**src/rtl/char_action_fsm_if.sv**
```systemverilog
// char_action_fsm_if: frame tick, freeze, buttons and action-state outputs of one player.
interface char_action_fsm_if #(parameter int CNT_W = 5);
  logic frame_tick;
  logic freeze;
  logic btn_left;
  logic btn_right;
  logic btn_attack;
  logic [3:0] state;
  logic attack_active;
  logic busy;
  logic [CNT_W-1:0] phase_cnt;
  modport master (
    output frame_tick, freeze, btn_left, btn_right, btn_attack,
    input state, attack_active, busy, phase_cnt
  );
  modport slave (
    input frame_tick, freeze, btn_left, btn_right, btn_attack,
    output state, attack_active, busy, phase_cnt
  );
endinterface

```
**src/rtl/char_action_fsm.sv**
```systemverilog
// char_action_fsm: per-player movement/attack sequencer stepped by frame ticks.
module char_action_fsm #(
  parameter int ATK_START_FR  = 5,
  parameter int ATK_ACTIVE_FR = 2,
  parameter int ATK_RECOV_FR  = 16,
  parameter int DIR_START_FR  = 4,
  parameter int DIR_ACTIVE_FR = 3,
  parameter int DIR_RECOV_FR  = 15,
  parameter int CNT_W         = 5
) (
  input logic clk,
  input logic rst,
  char_action_fsm_if.slave bus
);
  typedef enum logic [3:0] {
    IDLE       = 4'd0,
    LEFT       = 4'd1,
    RIGHT      = 4'd2,
    ATK_START  = 4'd3,
    ATK_ACTIVE = 4'd4,
    ATK_RECOV  = 4'd5,
    DIR_START  = 4'd6,
    DIR_ACTIVE = 4'd7,
    DIR_RECOV  = 4'd8
  } state_t;
  state_t st, nxt_st;
  logic [CNT_W-1:0] cnt, nxt_cnt, dec;
  logic atk_prev, atk_req, one_dir, last;
  always_comb begin
    atk_req = bus.btn_attack & ~atk_prev;
    one_dir = bus.btn_left ^ bus.btn_right;
    last = cnt == '0;
    dec = cnt - 1'b1;
    nxt_st = IDLE;
    nxt_cnt = '0;
    case (st)
      IDLE, LEFT, RIGHT: begin
        nxt_st = atk_req ? (one_dir ? DIR_START : ATK_START) : !one_dir ? IDLE : bus.btn_left ? LEFT : RIGHT;
        nxt_cnt = !atk_req ? '0 : one_dir ? CNT_W'(DIR_START_FR - 1) : CNT_W'(ATK_START_FR - 1);
      end
      ATK_START: begin
        nxt_st = last ? ATK_ACTIVE : ATK_START;
        nxt_cnt = last ? CNT_W'(ATK_ACTIVE_FR - 1) : dec;
      end
      ATK_ACTIVE: begin
        nxt_st = last ? ATK_RECOV : ATK_ACTIVE;
        nxt_cnt = last ? CNT_W'(ATK_RECOV_FR - 1) : dec;
      end
      ATK_RECOV: begin
        nxt_st = last ? IDLE : ATK_RECOV;
        nxt_cnt = last ? '0 : dec;
      end
      DIR_START: begin
        nxt_st = last ? DIR_ACTIVE : DIR_START;
        nxt_cnt = last ? CNT_W'(DIR_ACTIVE_FR - 1) : dec;
      end
      DIR_ACTIVE: begin
        nxt_st = last ? DIR_RECOV : DIR_ACTIVE;
        nxt_cnt = last ? CNT_W'(DIR_RECOV_FR - 1) : dec;
      end
      DIR_RECOV: begin
        nxt_st = last ? IDLE : DIR_RECOV;
        nxt_cnt = last ? '0 : dec;
      end
      default: begin
        nxt_st = IDLE;
        nxt_cnt = '0;
      end
    endcase
  end
  // illegal codes fall back to IDLE without waiting for a frame tick
  always_ff @(posedge clk) begin
    if (rst || bus.freeze) begin
      st <= IDLE;
      cnt <= '0;
      atk_prev <= 1'b1;
      bus.attack_active <= 1'b0;
      bus.busy <= 1'b0;
    end else if (bus.frame_tick || st > DIR_RECOV) begin
      st <= nxt_st;
      cnt <= nxt_cnt;
      atk_prev <= bus.frame_tick ? bus.btn_attack : atk_prev;
      bus.attack_active <= nxt_st == ATK_ACTIVE || nxt_st == DIR_ACTIVE;
      bus.busy <= nxt_st >= ATK_START;
    end
  end
  assign bus.state = st;
  assign bus.phase_cnt = cnt;
endmodule

```
**src/flat_wrapper.sv**
```systemverilog
// flat-port wrapper written by rule: the top's interface ports become plain ports
module char_action_fsm_flat 
#(
  parameter int ATK_START_FR  = 5,
  parameter int ATK_ACTIVE_FR = 2,
  parameter int ATK_RECOV_FR  = 16,
  parameter int DIR_START_FR  = 4,
  parameter int DIR_ACTIVE_FR = 3,
  parameter int DIR_RECOV_FR  = 15,
  parameter int CNT_W         = 5
)
  (clk, rst, bus_frame_tick, bus_freeze, bus_btn_left, bus_btn_right, bus_btn_attack, bus_state, bus_attack_active, bus_busy, bus_phase_cnt);
  char_action_fsm_if #(.CNT_W(CNT_W)) bus_i ();
  input logic clk;
  input logic rst;
  input wire logic [$bits(bus_i.frame_tick)-1:0] bus_frame_tick;
  input wire logic [$bits(bus_i.freeze)-1:0] bus_freeze;
  input wire logic [$bits(bus_i.btn_left)-1:0] bus_btn_left;
  input wire logic [$bits(bus_i.btn_right)-1:0] bus_btn_right;
  input wire logic [$bits(bus_i.btn_attack)-1:0] bus_btn_attack;
  output wire logic [$bits(bus_i.state)-1:0] bus_state;
  output wire logic [$bits(bus_i.attack_active)-1:0] bus_attack_active;
  output wire logic [$bits(bus_i.busy)-1:0] bus_busy;
  output wire logic [$bits(bus_i.phase_cnt)-1:0] bus_phase_cnt;
  assign bus_i.frame_tick = bus_frame_tick;
  assign bus_i.freeze = bus_freeze;
  assign bus_i.btn_left = bus_btn_left;
  assign bus_i.btn_right = bus_btn_right;
  assign bus_i.btn_attack = bus_btn_attack;
  assign bus_state = bus_i.state;
  assign bus_attack_active = bus_i.attack_active;
  assign bus_busy = bus_i.busy;
  assign bus_phase_cnt = bus_i.phase_cnt;
  char_action_fsm #(.ATK_START_FR(ATK_START_FR), .ATK_ACTIVE_FR(ATK_ACTIVE_FR), .ATK_RECOV_FR(ATK_RECOV_FR), .DIR_START_FR(DIR_START_FR), .DIR_ACTIVE_FR(DIR_ACTIVE_FR), .DIR_RECOV_FR(DIR_RECOV_FR), .CNT_W(CNT_W)) u_core (.clk(clk), .rst(rst), .bus(bus_i));
endmodule
```
**config.mk**
```make
export PLATFORM = sky130hd
export DESIGN_NAME = char_action_fsm_flat
export DESIGN_NICKNAME = d
export VERILOG_FILES = /design/src/rtl/char_action_fsm_if.sv /design/src/rtl/char_action_fsm.sv /design/src/flat_wrapper.sv
export SDC_FILE = /design/constraint.sdc
export NUM_CORES = 1
export LEC_CHECK = 0
export CAP_MARGIN = 20
export CORE_AREA = 2 2 49 51
export DETAILED_ROUTE_END_ITERATION = 7
export DIE_AREA = 0 0 51 53
export PLACE_DENSITY = 0.71
export REMOVE_ABC_BUFFERS = 1
export SLEW_MARGIN = 15
export SYNTH_ARGS = -nofsm -noshare
export SYNTH_HDL_FRONTEND = slang
export SYNTH_SLANG_ARGS = --single-unit
export TNS_END_PERCENT = 10
```
**constraint.sdc**
```tcl
create_clock -name clk -period 2.06 [get_ports clk]
set_input_delay 0.412 -clock clk [delete_from_list [all_inputs] [get_ports clk]]
set_output_delay 0.412 -clock clk [all_outputs]
set_load 0.01 [all_outputs]
```
==> Word level (Yosys, flattened, before mapping) <==
Index checks and enable logic that the tools add are counted.
W data, S select, Z words.
{ "totals": {"regBits": 12, "out_inout_bits": 11} }
{ "classes": {"order_cmp": 2, "mux": 19, "n_reduce_logical": 8, "n_eq_ne": 10, "n_bitwise": 3, "addsub": 1} }
{ "op_table": {"columns": ["op", "n"], "rows": [
  ["$mux W5", 6],
  ["$pmux W5 S6", 1],
  ["$pmux W4 S7", 1],
  ["$eq A4 B3 Y1 const B", 6],
  ["$mux W4", 4],
  ["$mux W3", 4],
  ["$eq A4 B2 Y1 const B", 2],
  ["$logic_not A5 Y1", 1],
  ["$sub A5 B1 Y5 const B", 1],
  ["$eq A4 B1 Y1 const B", 1],
  ["$eq A4 B4 Y1 const B", 1],
  ["$ge A4 B2 Y1 const B", 1],
  ["$gt A4 B4 Y1 const B", 1],
  ["$logic_not A4 Y1", 1],
  ["$logic_or A1 B1 Y1", 3],
  ["$reduce_or A3 Y1", 1],
  ["$mux W1", 2],
  ["$mux W2", 1],
  ["$reduce_and A2 Y1", 1],
  ["$reduce_or A2 Y1", 1],
  ["$and A1 B1 Y1", 1],
  ["$not A1 Y1", 1],
  ["$xor A1 B1 Y1", 1]
]} }

==> Longest topological paths before layout <==
Gate-level depths: netlist of run 1.
{ "logic_depth": {"depth_word": 6, "mapped_depth": 8, "ltp_nobuf": 7} }

==> Worst setup path after synthesis of run 1 <==
Ideal clock, no wire load.
{ "synth_path": {"path_type": "reg-to-reg", "from": "register u_core.cnt[0] (netlist: u_core.bus.phase_cnt[0])", "to": "register u_core.bus.busy", "period_less_slack_ns": 1.962, "required_ns": 1.945, "setup_ns": 0.115, "arrival_time_ns": 1.847, "stages_incl_launch_ff": 9, "slack_ns": 0.098, "path_buffers": 1, "path_cell_list": "dfxtp_1 -> inv_1 -> ha_1 -> or4b_1 -> buf_6 -> xnor2_2 -> a221oi_2 -> nor2b_1 -> o21a_1"} }
{ "synth_between": {"elab_chain_cells": 4, "word_cells_on_any_way": 9} }
{ "synth_rtl": {"columns": ["element", "line_no", "source"], "rows": [
  ["start: declaration", "char_action_fsm.sv:27", "logic [CNT_W-1:0] cnt, nxt_cnt, dec;"],
  ["start signal: assignment", "char_action_fsm.sv:81", "cnt <= nxt_cnt;"],
  ["$logic_not A5 Y1 (*)", "char_action_fsm.sv:32", "last = cnt == '0;"],
  ["$mux W4 (tied with other cells)", "char_action_fsm.sv:58", "nxt_st = last ? DIR_RECOV : DIR_ACTIVE;"],
  ["$pmux W4 S7 (*)", "char_action_fsm.sv:36", "case (st)"],
  ["$ge A4 B2 Y1 (*)", "char_action_fsm.sv:84", "bus.busy <= nxt_st >= ATK_START;"],
  ["end signal: assignment", "char_action_fsm.sv:78", "bus.busy <= 1'b0;"],
  ["end signal: assignment", "char_action_fsm.sv:84", null],
  ["end: declaration", "char_action_fsm_if.sv:18", "output state, attack_active, busy, phase_cnt"]
]} }
Every way passes the cells marked *; elsewhere a longest branch is shown, timed or not.
A chain may end at the register's enable or synchronous reset.

==> Final worst setup path of run 1 <==
{ "layout_path": {"from": "register u_core.cnt[0] (netlist: u_core.bus.phase_cnt[0])", "to": "register u_core.bus.attack_active"} }
{ "layout_between": {"elab_chain_cells": 5, "word_cells_on_any_way": 11} }
{ "layout_rtl": {"columns": ["element", "line_no", "source"], "rows": [
  ["$logic_not A5 Y1 (*)", "char_action_fsm.sv:32", null],
  ["$mux W4 (tied with other cells)", "char_action_fsm.sv:58", null],
  ["$pmux W4 S7 (*)", "char_action_fsm.sv:36", null],
  ["$eq A4 B3 Y1", "char_action_fsm.sv:83", "bus.attack_active <= nxt_st == ATK_ACTIVE || nxt_st == DIR_ACTIVE;"],
  ["$logic_or A1 B1 Y1 (*)", "char_action_fsm.sv:83", null],
  ["end signal: assignment", "char_action_fsm.sv:77", "bus.attack_active <= 1'b0;"],
  ["end signal: assignment", "char_action_fsm.sv:83", null],
  ["end: declaration", "char_action_fsm_if.sv:18", null]
]} }
Marked as above.

==> impl_results.md, run 1 <==
* Outcome: complete, no violations
* H-tree levels at 1
* Clk root buf: clkbuf_4
* Post-synth EDFFs at 0
* PnR Total Power at 527 µW
* Largest delay share family, worst path: simple AND/OR/NAND/NOR gates
* Mapped Avg Cell Area at 7.96 µm²
* Fin util at 62.0%
* Post-synth top flop: dfxtp_1
* Worst Clk Skew at 0.00473 ns
* Synth top area cells: dfxtp_1, a21oi_1, nand2_1
* Worst hold path class: flop to flop
* First-pass GRT wire length at 4150 µm
* Antenna Nets Post-Route at 0
* FF-to-FF setup slack at 0.07 ns
* # setup viols final at 0
* CP required at 2.26 ns
* Initial core utilization at 44.8%
* Core box area at 0.00215 mm²
* Buf/Inv on CP at 2
* VDD IR-drop max at 0.279 mV
* Max Slew Vio Count at 0
* Die Width at 51 µm
* IO buf count at 17
* Largest net degree at the start of global routing at 19
* Sink Count at 12
* Area growth syn-to-layout at 38.3%
* Unique cell type count in the Yosys netlist at 45
* Yosys warning total at 0
* Leak at 0.533 nW
* Vias in the first global route at 968
* Ratio of cells with drive above 1 in the final layout at 23.9%
* Diode count at 0
* Crit. End Element: flop
* Crit path DAT at 2.19 ns
* Worst setup SP type: flop
* Synthesized cell area at 963 µm²
* RePlAce Congestion at 0.850
* Yosys top cell area share at 24.9%
* Max-cap violations at 0
* Gate Count Post-Synth at 121
* Die ar. at 0.00270 mm²
* Hold slack final at 0.486 ns
* Largest area contributor in the synthesized netlist: dfxtp_1
* Critical path depth in cells at 8
* TritonCTS clock tree: done
* Initial DRC Count at 22
* Crit-path cells: inv_1 > ha_1 > or4b_4 > buf_6 > mux2_4 > a21boi_2 > nand3_1 > o21ai_1
* Worst path slowest cell: or4b_4
* First-pass DRT Iterations at 4
* Top cells by count, synth: a21oi_1, dfxtp_1, nand2_1
* CTS buffer count at 3
* Worst R2R Path Depth at 8
* Ports at 18
* Hold-fix buffers, CTS at 0
* Via count at 1035
* Total global-route track usage at 20.4%
* Power per cell area at 396 mW/mm²
* Drt via density at 5.66
* Final wirelength at 2560 µm
* Slew margin rel. at 70.8%
* CP max stage delay at 0.46 ns
* CP max FO at 8
* Hold path depth at 2
* F_max at 503 MHz
* Final TNS setup at 0 ns
* Sequential share of the synthesized area at 24.9%
* Nets at 167
* Synth async-reset ratio at 0%
* Initial antenna violation count at 0
* Die boundary height at 53 µm
* RSZ-0062 raised after global routing: true
* Fin crit period at 1.99 ns
* Final Hold Fails at 0
* Worst-Skew Late Latency at 0.27 ns
* Least-Margin Pin Slew at 0.431 ns
* Std-Cell Rows at 17
* Wirelength per Cell at 14.0 µm
* Post-route DRC at 0
* CTS Buffer Depth at 2
* Post-DP HPWL at 1860 µm
* Setup CP Type: flop to flop
* Period utilization at 96.5%
* Clock-pin slew on the worst setup and hold paths at 0.07 ns
* Grt total ovfl at 0
* Register bit total from synthesis at 12
[layer usage]
| metal | vias up | routed length, µm | GRT usage [%] |
|---|---|---|---|
| met1 | 479 | 1070 | 22.4 |
| met5 | - | 0 | 0 |
| met2 | 34 | 1330 | 37.0 |
| met4 | 0 | 36 | 8.11 |
| met3 | 7 | 132 | 5.65 |
| li1 | 515 | - | - |
[registers in the layout, indices dropped and copies added (netlist names)]
signal                    count
u_core.atk_prev               1
u_core.bus.attack_active      1
u_core.bus.busy               1
u_core.bus.phase_cnt          5
u_core.bus.state              4
[worst paths after layout]
| check | from | end |
|---|---|---|
| worst min-delay path | u_core.atk_prev | u_core.atk_prev |
| worst max register to register | u_core.bus.phase_cnt[0] | u_core.bus.attack_active |
| worst min register to register | u_core.atk_prev | u_core.atk_prev |
| worst max-delay path | u_core.bus.phase_cnt[0] | u_core.bus.attack_active |
[worst min-delay path: stages (launching register included)]
cell,delay (ns)
dfxtp_1,0.34
mux2i_1,0.07
nand2_1,0.06
[layout by cell type (no fill, tap or decap), drive strengths merged, types with 4 or more instances in the layout]
cell	count
o21ai	7
nand2b	4
inv	5
clkdlybuf4s50	17
nand2	12
a21oi	12
nor2	9
nand3	5
buf	22
dfxtp	12
[area by class of cell]
class	count	area, µm²
Multi-Input combinational cell	96	676
Fill cell	191	816
Inverter	5	18.8
Timing Repair Buffer	39	339
Tap cell	28	35.0
Sequential cell	12	241
Clock buffer	3	22.5
[repair_timing]
| item | in CTS | in global routing |
|---|---|---|
| endpoints found under the setup margin | 0 | 7 |
| setup buffers | 0 | 4 |
| gates resized for setup | 0 | 4 |
[report_power, final]
part / switching, mW / leakage (nW) / internal [mW]
combinational: 0.0660 / 0.422 / 0.0783
clock: 0.0742 / 0.0138 / 0.0678
sequential: 0.00467 / 0.0978 / 0.237
[per-stage QoR]
step | setup slack [ns] | instance area (µm²) | cells
finish | 0.0726 | 1330 | 183
global route | -0.0180 | 1330 | 183
CTS | 0.0420 | 1280 | 179
detailed placement | -0.167 | 1260 | 176
global placement | -0.131 | 1260 | 176
floorplan | 0.0358 | 920 | 113
[cell families (layout without fill, tap and decap cells)]
group / count (synthesis) / after routing / share of synthesized area [%]
and+or+nand+nor: 50 / 50 / 30.4
xor gates and xnor gates: 2 / 2 / 2.60
DFF: 12 / 12 / 24.9
buffers and inverters: 13 / 47 / 6.49
AOI/OAI and AO/OA: 36 / 36 / 25.8
adders and majority gates: 3 / 3 / 3.90
muxes: 5 / 5 / 5.84
Power figures use the tool's default switching activity.
==> run 2: changes to the inputs <==
CTS_CLUSTER_DIAMETER = 50   (was not set)
==> results of run 2 <==
No change in the layout: final DEF, timing and power equal those of run 1.
